===== src/rtl/wb_reg_file_if.sv =====
// Register-file bus: two decode read ports, the write-back write port, and the live special-register taps.
interface wb_reg_file_if #(
  parameter int unsigned DATA_W = 16
);
  localparam int unsigned ADDR_W = 4;

  logic [ADDR_W-1:0] rd_addr_a;
  logic [ADDR_W-1:0] rd_addr_b;
  logic [DATA_W-1:0] rd_data_a;
  logic [DATA_W-1:0] rd_data_b;
  logic              wb_we;
  logic [ADDR_W-1:0] wb_addr;
  logic [DATA_W-1:0] wb_data;
  logic [DATA_W-1:0] ih_data;
  logic [DATA_W-1:0] sp_data;
  logic [DATA_W-1:0] t_data;

  modport master (
    output rd_addr_a, rd_addr_b, wb_we, wb_addr, wb_data,
    input  rd_data_a, rd_data_b, ih_data, sp_data, t_data
  );

  modport slave (
    input  rd_addr_a, rd_addr_b, wb_we, wb_addr, wb_data,
    output rd_data_a, rd_data_b, ih_data, sp_data, t_data
  );
endinterface


===== src/rtl/wb_reg_file.sv =====
// Architectural register file: R0-R7, SP, IH, RA, T behind one write port and two combinational read ports.
// Define WB_REG_FILE_BYPASS_EN to forward the in-flight write-back word onto matching read ports.
module wb_reg_file #(
  parameter int unsigned        DATA_W   = 16,
  parameter logic [DATA_W-1:0]  SP_RESET = DATA_W'(16'hBF00),
  parameter logic [DATA_W-1:0]  IH_RESET = DATA_W'(16'h0000)
) (
  input  logic           clk,
  input  logic           rst,
  wb_reg_file_if.slave   bus
);
  localparam int unsigned ADDR_W   = 4;
  localparam int unsigned NUM_REGS = 12;
  localparam int unsigned IDX_SP   = 8;
  localparam int unsigned IDX_IH   = 9;
  localparam int unsigned IDX_T    = 11;

  logic [DATA_W-1:0] regs_q [NUM_REGS];
  logic [DATA_W-1:0] regs_d [NUM_REGS];
  logic              wr_en_c;
  logic [DATA_W-1:0] rd_data_a_c;
  logic [DATA_W-1:0] rd_data_b_c;

  // Indices 12-15 are legal no-op destinations (15 marks pipeline bubbles).
  assign wr_en_c = bus.wb_we && (bus.wb_addr < ADDR_W'(NUM_REGS));

  always_comb begin
    regs_d = regs_q;
    for (int unsigned i = 0; i < NUM_REGS; i++) begin
      if (wr_en_c && (bus.wb_addr == ADDR_W'(i))) begin
        regs_d[i] = bus.wb_data;
      end
    end
  end

  always_ff @(posedge clk or posedge rst) begin
    if (rst) begin
      for (int unsigned i = 0; i < NUM_REGS; i++) begin
        regs_q[i] <= '0;
      end
      regs_q[IDX_SP] <= SP_RESET;
      regs_q[IDX_IH] <= IH_RESET;
    end else begin
      regs_q <= regs_d;
    end
  end

  // Unmapped indices read as zero.
  always_comb begin
    rd_data_a_c = '0;
    rd_data_b_c = '0;
    for (int unsigned i = 0; i < NUM_REGS; i++) begin
      if (bus.rd_addr_a == ADDR_W'(i)) rd_data_a_c = regs_q[i];
      if (bus.rd_addr_b == ADDR_W'(i)) rd_data_b_c = regs_q[i];
    end
`ifdef WB_REG_FILE_BYPASS_EN
    if (!rst && wr_en_c && (bus.rd_addr_a == bus.wb_addr)) rd_data_a_c = bus.wb_data;
    if (!rst && wr_en_c && (bus.rd_addr_b == bus.wb_addr)) rd_data_b_c = bus.wb_data;
`endif
  end

  assign bus.rd_data_a = rd_data_a_c;
  assign bus.rd_data_b = rd_data_b_c;

  // Special-register taps always show stored state, never the bypassed word.
  assign bus.ih_data = regs_q[IDX_IH];
  assign bus.sp_data = regs_q[IDX_SP];
  assign bus.t_data  = regs_q[IDX_T];

endmodule


===== src/flat_wrapper.sv =====
// flat-port wrapper written by rule: the top's interface ports become plain ports
module wb_reg_file_flat 
#(
  parameter int unsigned        DATA_W   = 16,
  parameter logic [DATA_W-1:0]  SP_RESET = DATA_W'(16'hBF00),
  parameter logic [DATA_W-1:0]  IH_RESET = DATA_W'(16'h0000)
)
  (clk, rst, bus_rd_addr_a, bus_rd_addr_b, bus_wb_we, bus_wb_addr, bus_wb_data, bus_rd_data_a, bus_rd_data_b, bus_ih_data, bus_sp_data, bus_t_data);
  wb_reg_file_if #(.DATA_W(DATA_W)) bus_i ();
  input  logic clk;
  input  logic rst;
  input wire logic [$bits(bus_i.rd_addr_a)-1:0] bus_rd_addr_a;
  input wire logic [$bits(bus_i.rd_addr_b)-1:0] bus_rd_addr_b;
  input wire logic [$bits(bus_i.wb_we)-1:0] bus_wb_we;
  input wire logic [$bits(bus_i.wb_addr)-1:0] bus_wb_addr;
  input wire logic [$bits(bus_i.wb_data)-1:0] bus_wb_data;
  output wire logic [$bits(bus_i.rd_data_a)-1:0] bus_rd_data_a;
  output wire logic [$bits(bus_i.rd_data_b)-1:0] bus_rd_data_b;
  output wire logic [$bits(bus_i.ih_data)-1:0] bus_ih_data;
  output wire logic [$bits(bus_i.sp_data)-1:0] bus_sp_data;
  output wire logic [$bits(bus_i.t_data)-1:0] bus_t_data;
  assign bus_i.rd_addr_a = bus_rd_addr_a;
  assign bus_i.rd_addr_b = bus_rd_addr_b;
  assign bus_i.wb_we = bus_wb_we;
  assign bus_i.wb_addr = bus_wb_addr;
  assign bus_i.wb_data = bus_wb_data;
  assign bus_rd_data_a = bus_i.rd_data_a;
  assign bus_rd_data_b = bus_i.rd_data_b;
  assign bus_ih_data = bus_i.ih_data;
  assign bus_sp_data = bus_i.sp_data;
  assign bus_t_data = bus_i.t_data;
  wb_reg_file #(.DATA_W(DATA_W), .SP_RESET(SP_RESET), .IH_RESET(IH_RESET)) u_core (.clk(clk), .rst(rst), .bus(bus_i));
endmodule

===== config.mk =====
export PLATFORM = sky130hd
export DESIGN_NAME = wb_reg_file_flat
export DESIGN_NICKNAME = d
export VERILOG_FILES = /design/src/rtl/wb_reg_file_if.sv /design/src/rtl/wb_reg_file.sv /design/src/flat_wrapper.sv
export SDC_FILE = /design/constraint.sdc
export NUM_CORES = 1
export LEC_CHECK = 0
export CAP_MARGIN = 10
export CORE_MARGIN = 1.5
export CORE_UTILIZATION = 53
export DETAILED_ROUTE_END_ITERATION = 12
export HOLD_SLACK_MARGIN = 0.05
export PLACE_DENSITY = 0.78
export SYNTH_ARGS = -nofsm -noshare
export SYNTH_HDL_FRONTEND = slang
export SYNTH_SLANG_ARGS = --single-unit

===== constraint.sdc =====
create_clock -name clk -period 6.4 [get_ports clk]
set_input_delay 1.28 -clock clk [delete_from_list [all_inputs] [get_ports clk]]
set_output_delay 1.28 -clock clk [all_outputs]
set_load 0.1 [all_outputs]

# Word level (Yosys, flattened, before mapping)
# Index checks and enable logic that the tools add are counted.
totals:
  mem_bits_rw: 0
  ff_bits: 192
  latch_bits: 0
  wordCells: 86
  mem_count: 0
  in_bits: 31
  romBits: 0
op_classes:
  reduce_logical: 16
  n_shift: 0
  eq_ne: 33
  n_addsub: 0
  n_lt_le_gt_ge: 1
  bitwise: 0
  div_mod_pow: 0
  n_mux: 24
  multipliers: 0
ops:
  columns: ["operator", "count"]
  rows:
  - ["$mux W16", 24]
  - ["$eq A4 B3 Y1 const B", 12]
  - ["$eq A4 B4 Y1 const B", 12]
  - ["$eq A4 B2 Y1 const B", 6]
  - ["$logic_and A1 B1 Y1", 13]
  - ["$eq A4 B1 Y1 const B", 3]
  - ["$logic_not A4 Y1", 3]
  - ["$lt A4 B4 Y1 const B", 1]

# Depth between registers and ports, before layout
logic_depth:
  word_depth: 13
  mapped_depth: 8
  ltp_nobuf: 4

# Worst setup path before layout
# Ideal clock, no wire load.
synth_path:
  kind: "input port to output port"
  startpoint: "input port bus_rd_addr_a[0]"
  endpoint: "output port bus_rd_data_a[4]"
  path_buffers: 4
  cell_stages: 8
  t_arrival_ps: 4296
  setup_slack_ps: 824
  cell_sequence: "buf_4 > buf_4 > buf_2 > buf_2 > nand2_1 > a2bb2oi_1 > nor2_1 > o21ai_0"
synth_between:
  elab_chain_len: 13
  word_cells_on_any_way: 24
  classes_between: "eq/ne (11); mux (12); reduce/logical (1)"
synth_rtl:
  columns: ["item", "line", "source"]
  rows:
  - ["from (decl)", "flat_wrapper.sv:12", "input wire logic [$bits(bus_i.rd_addr_a)-1:0] bus_rd_addr_a;"]
  - ["$logic_not A4 Y1", "wb_reg_file.sv:53", "if (bus.rd_addr_a == ADDR_W'(i)) rd_data_a_c = regs_q[i];"]
  - ["$mux W16 (11 in series)", "wb_reg_file.sv:53", null]
  - ["$mux W16 (*)", "wb_reg_file.sv:53", null]
  - ["to (decl)", "flat_wrapper.sv:17", "output wire logic [$bits(bus_i.rd_data_a)-1:0] bus_rd_data_a;"]
# Every way passes the cells marked *; elsewhere a longest branch is shown, timed or not.

# Final worst setup path
layout_path:
  startpoint: "input port bus_rd_addr_b[2]"
  endpoint: "output port bus_rd_data_b[1]"
layout_between:
  elab_chain_len: 13
  word_cells_on_any_way: 24
  classes_between: "eq/ne (11); mux (12); reduce/logical (1)"
layout_rtl:
  columns: ["item", "line", "source"]
  rows:
  - ["from (decl)", "flat_wrapper.sv:13", "input wire logic [$bits(bus_i.rd_addr_b)-1:0] bus_rd_addr_b;"]
  - ["$logic_not A4 Y1", "wb_reg_file.sv:54", "if (bus.rd_addr_b == ADDR_W'(i)) rd_data_b_c = regs_q[i];"]
  - ["$mux W16 (11 in series)", "wb_reg_file.sv:54", null]
  - ["$mux W16 (*)", "wb_reg_file.sv:54", null]
  - ["to (decl)", "flat_wrapper.sv:18", "output wire logic [$bits(bus_i.rd_data_b)-1:0] bus_rd_data_b;"]
# Marks and branches as above.

==> parameters.txt <==
Parameter                              Value

Power and ir drop
  Power share of the clock group    0.236
  Net switching power figure    0.00202 W
  Flop pwr share    0.371
  Total power divided by cell area    365 nW/um2
  Cell leakage power    5.61 nW
  Switching power share of the total    0.420
  Logic pwr share    0.393
  Worst VDD drop    0.000192 V
  Int Pwr    0.00280 W
  Total Power    0.00482 W

Worst setup path
  CP Data Arrival Time    4.15 ns
  Worst Setup Path Type    input port to output port
  Kind of end point of the critical path    output port
  Number of cells on the worst reg-to-reg path    1
  R2r setup slk    5.53 ns
  Worst setup SP type    input port
  Maximum fanout along the worst path    24
  Launch point of the worst reg-to-reg path    u_core.bus.ih_data[0]$_DFFE_PP0P_
  Worst path required time    5.12 ns
  Crit Reg-Reg Endpoint    u_core.bus.ih_data[0]$_DFFE_PP0P_

Clock tree
  Number of hold buffers added after cts    0
  Clock insertion delay at the later pin of the skew report    0.44 ns
  Library cell used as clock root buffer    clkbuf_16
  TritonCTS sink count    192
  CTS H-tree depth    4
  Number of instances resized during post-cts repair    0
  Post-CTS Setup Bufs    0
  Inserted Clock Buffers    17
  Clock tree from TritonCTS    done
  Buffer levels on the longest clock path    2
  Clock-pin transition on the worst setup and hold timing paths    0.07 ns

Synth
  Flip-flop and latch count after synthesis    192
  Number of cells produced by synthesis    1064
  Average size of a mapped cell    11.1 um2
  YS warnings    0
  Number of unique standard cell types used by synthesis    63
  Seq/Total Area, Yosys    0.409
  Combined area of all synthesized cells    11800 um2
  Number of nets produced by synthesis    1095
  Number of enable flip-flop cells after synthesis    0
  Dominant register cell in the synthesized netlist    dfrtp_1
  Async set-reset flop share out of synthesis    1.00

STA
  Sum of negative setup slack    0 ns
  Final Setup Violations    0
  Peak clock frequency supported by timing    184 MHz
  Pin slew with the least headroom to its limit    1.20 ns
  Final hold violations    0
  Worst max-slew margin expressed relative to the limit    0.202
  Worst hold slack    0.521 ns
  Layout Skew    0 ns
  Setup repair after global routing missed its margin    false
  Max-slew violation total from the final report    0
  Post-layout min period    5.43 ns
  Final critical-path share of the clock period    0.848

Die
  Floorplan die area    23100 um2
  Placeable Area    21800 um2
  Count of standard-cell rows    54
  Initial standard-cell utilization of the core    0.540
  Top Ports    111
  Horiz. Die Dim    152 um
  Height of the chip    152 um

Detailed routing
  Detailed-router iteration count before antenna repair    6
  Drt wl/cell    25.8 um
  Number of DRC markers in iteration 0    1226
  Detailed-route wire length    35200 um
  ANT nets after route    0
  Via density per instance    6.79
  Count of vias placed by the detailed router    9244
  DRC viols    0

GRT
  First-pass GRT wire length    54400 um
  Total congestion overflow    0
  Largest net degree at the start of global routing    193
  Number of global-route vias before repair    8931
  Initial antenna violation count    0
  GRT Overall Usage    0.303

Finish
  End-of-flow core utilization    0.605
  Final net count    1100
  Antenna cells    0
  Post-synthesis to final-layout area growth    12.1%
  Non-filler cells, final    1362
  Share of cells above drive strength 1    0.313
  Count of fill cells added during filler insertion    1670

Hold path
  Hold path cells    1
  Hold path startpoint    u_core.regs_q[135]$_DFFE_PP0P_
  Endpoint of the worst hold path    u_core.regs_q[135]$_DFFE_PP0P_
  Kind of path behind the tightest hold check    flop to flop

Job
  Maxcap violations    0

Place
  Final GP Congestion    0.946
  DP Cell Count    1330
  Total half-perimeter wirelength after legalization and detailed placement    23600 um
  PortBufs    110

Status
  Result of the run    completed
==> sequential cells by signal (all words and copies together) (netlist names) <==
name	cells
u_core.bus.t_data	16
u_core.regs_q	144
u_core.bus.ih_data	16
u_core.bus.sp_data	16
==> cell families (layout without fill, tap and decap cells) <==
logic type	after synthesis	count (layout)	synth area share
mux	304	304	0.301
compound gates	234	234	0.137
simple gates	174	174	0.0769
buf+inv	160	178	0.0767
flops	192	192	0.409
==> area by class of cell <==
class | count | area [um2] | area share
Multi-Input combinational cell | 712 | 6070 | 0.459
Sequential cell | 192 | 4810 | 0.364
Timing Repair Buffer | 131 | 1300 | 0.0985
Clock buffer | 19 | 443 | 0.0335
Tap cell | 280 | 350 | 0.0265
Clock inverter | 13 | 174 | 0.0132
Inverter | 15 | 60.1 | 0.00455
==> cells in the final DEF (no fill, tap or decap), types with 7 or more instances in the layout <==
cell type,instances
mux2_4,20
inv_1,14
buf_12,11
mux2_2,190
buf_4,44
a22o_1,11
a22oi_1,15
o22ai_1,14
mux4_2,12
a2bb2oi_1,13
o211ai_1,11
a31oi_1,10
clkbuf_16,17
nand2b_1,17
o221ai_1,8
o21ai_0,54
o2bb2ai_1,12
nand2_1,45
nor2b_1,12
dfstp_2,7
mux2_1,10
clkdlybuf4s50_1,74
mux2i_1,72
nand3b_1,10
nor2_1,47
dfrtp_1,185
nand3_1,9
a21oi_1,38
==> worst max-delay path, cell delays in order <==
cell	delay (ns)
clkdlybuf4s50_1	0.95
nand2b_1	0.78
o32ai_1	0.49
o21ai_0	0.14
o311ai_1	0.15
buf_4	0.36
==> routing by layer <==
layer / track usage / wire [um] / vias up
li1: - / - / 3899
met1: 0.445 / 15000 / 4657
met2: 0.438 / 15500 / 594
met3: 0.0670 / 3630 / 94
met4: 0.112 / 1050 / 0
met5: 0 / 0 / -
==> power groups by stage <==
stage / combinational, W / clock (W) / sequential (W)
detailed placement: 0.00187 / 0 / 0.00179
global placement: 0.00185 / 0 / 0.00178
global route: 0.00197 / 0.00119 / 0.00182
floorplan: 0.00159 / 0 / 0.00169
CTS: 0.00188 / 0.00114 / 0.00177
finish: 0.00190 / 0.00114 / 0.00179
==> worst max path at each step <==
stage,start,slack [ns],end,cells after the start
6_report,bus_rd_addr_b[2],0.97,bus_rd_data_b[1],6
5_1_grt,bus_rd_addr_b[2],0.76,bus_rd_data_b[1],6
4_1_cts,bus_rd_addr_b[2],1.02,bus_rd_data_b[1],6
3_5_place_dp,bus_rd_addr_b[2],1.04,bus_rd_data_b[1],6
3_3_place_gp,bus_rd_addr_b[2],1.05,bus_rd_data_b[1],6
2_1_floorplan,bus_rd_addr_a[0],0.82,bus_rd_data_a[4],8
==> Yosys cell counts (all sizes together) (13+ instances only) <==
| master | count | share of area |
|---|---|---|
| a21oi | 38 | 0.016 |
| a22oi | 15 | 0.0096 |
| a2bb2oi | 13 | 0.0097 |
| buf | 110 | 0.061 |
| clkbuf | 35 | 0.011 |
| dfrtp | 185 | 0.39 |
| inv | 15 | 0.0048 |
| mux2 | 220 | 0.22 |
| mux2i | 72 | 0.061 |
| nand2 | 45 | 0.014 |
| nand2b | 17 | 0.0090 |
| nor2 | 52 | 0.018 |
| nor2b | 14 | 0.0074 |
| o21ai | 56 | 0.024 |
| o22ai | 14 | 0.0074 |
==> stage by stage <==
stage / cell area [um2] / setup WS [ns]
final: 13200 / 0.971
after detailed placement: 12600 / 1.04
after global routing: 13200 / 0.755
after floorplan: 11800 / 0.824
after global placement: 12600 / 1.05
after CTS: 13200 / 1.02
Note: power is estimated with default switching activity, not from simulation.
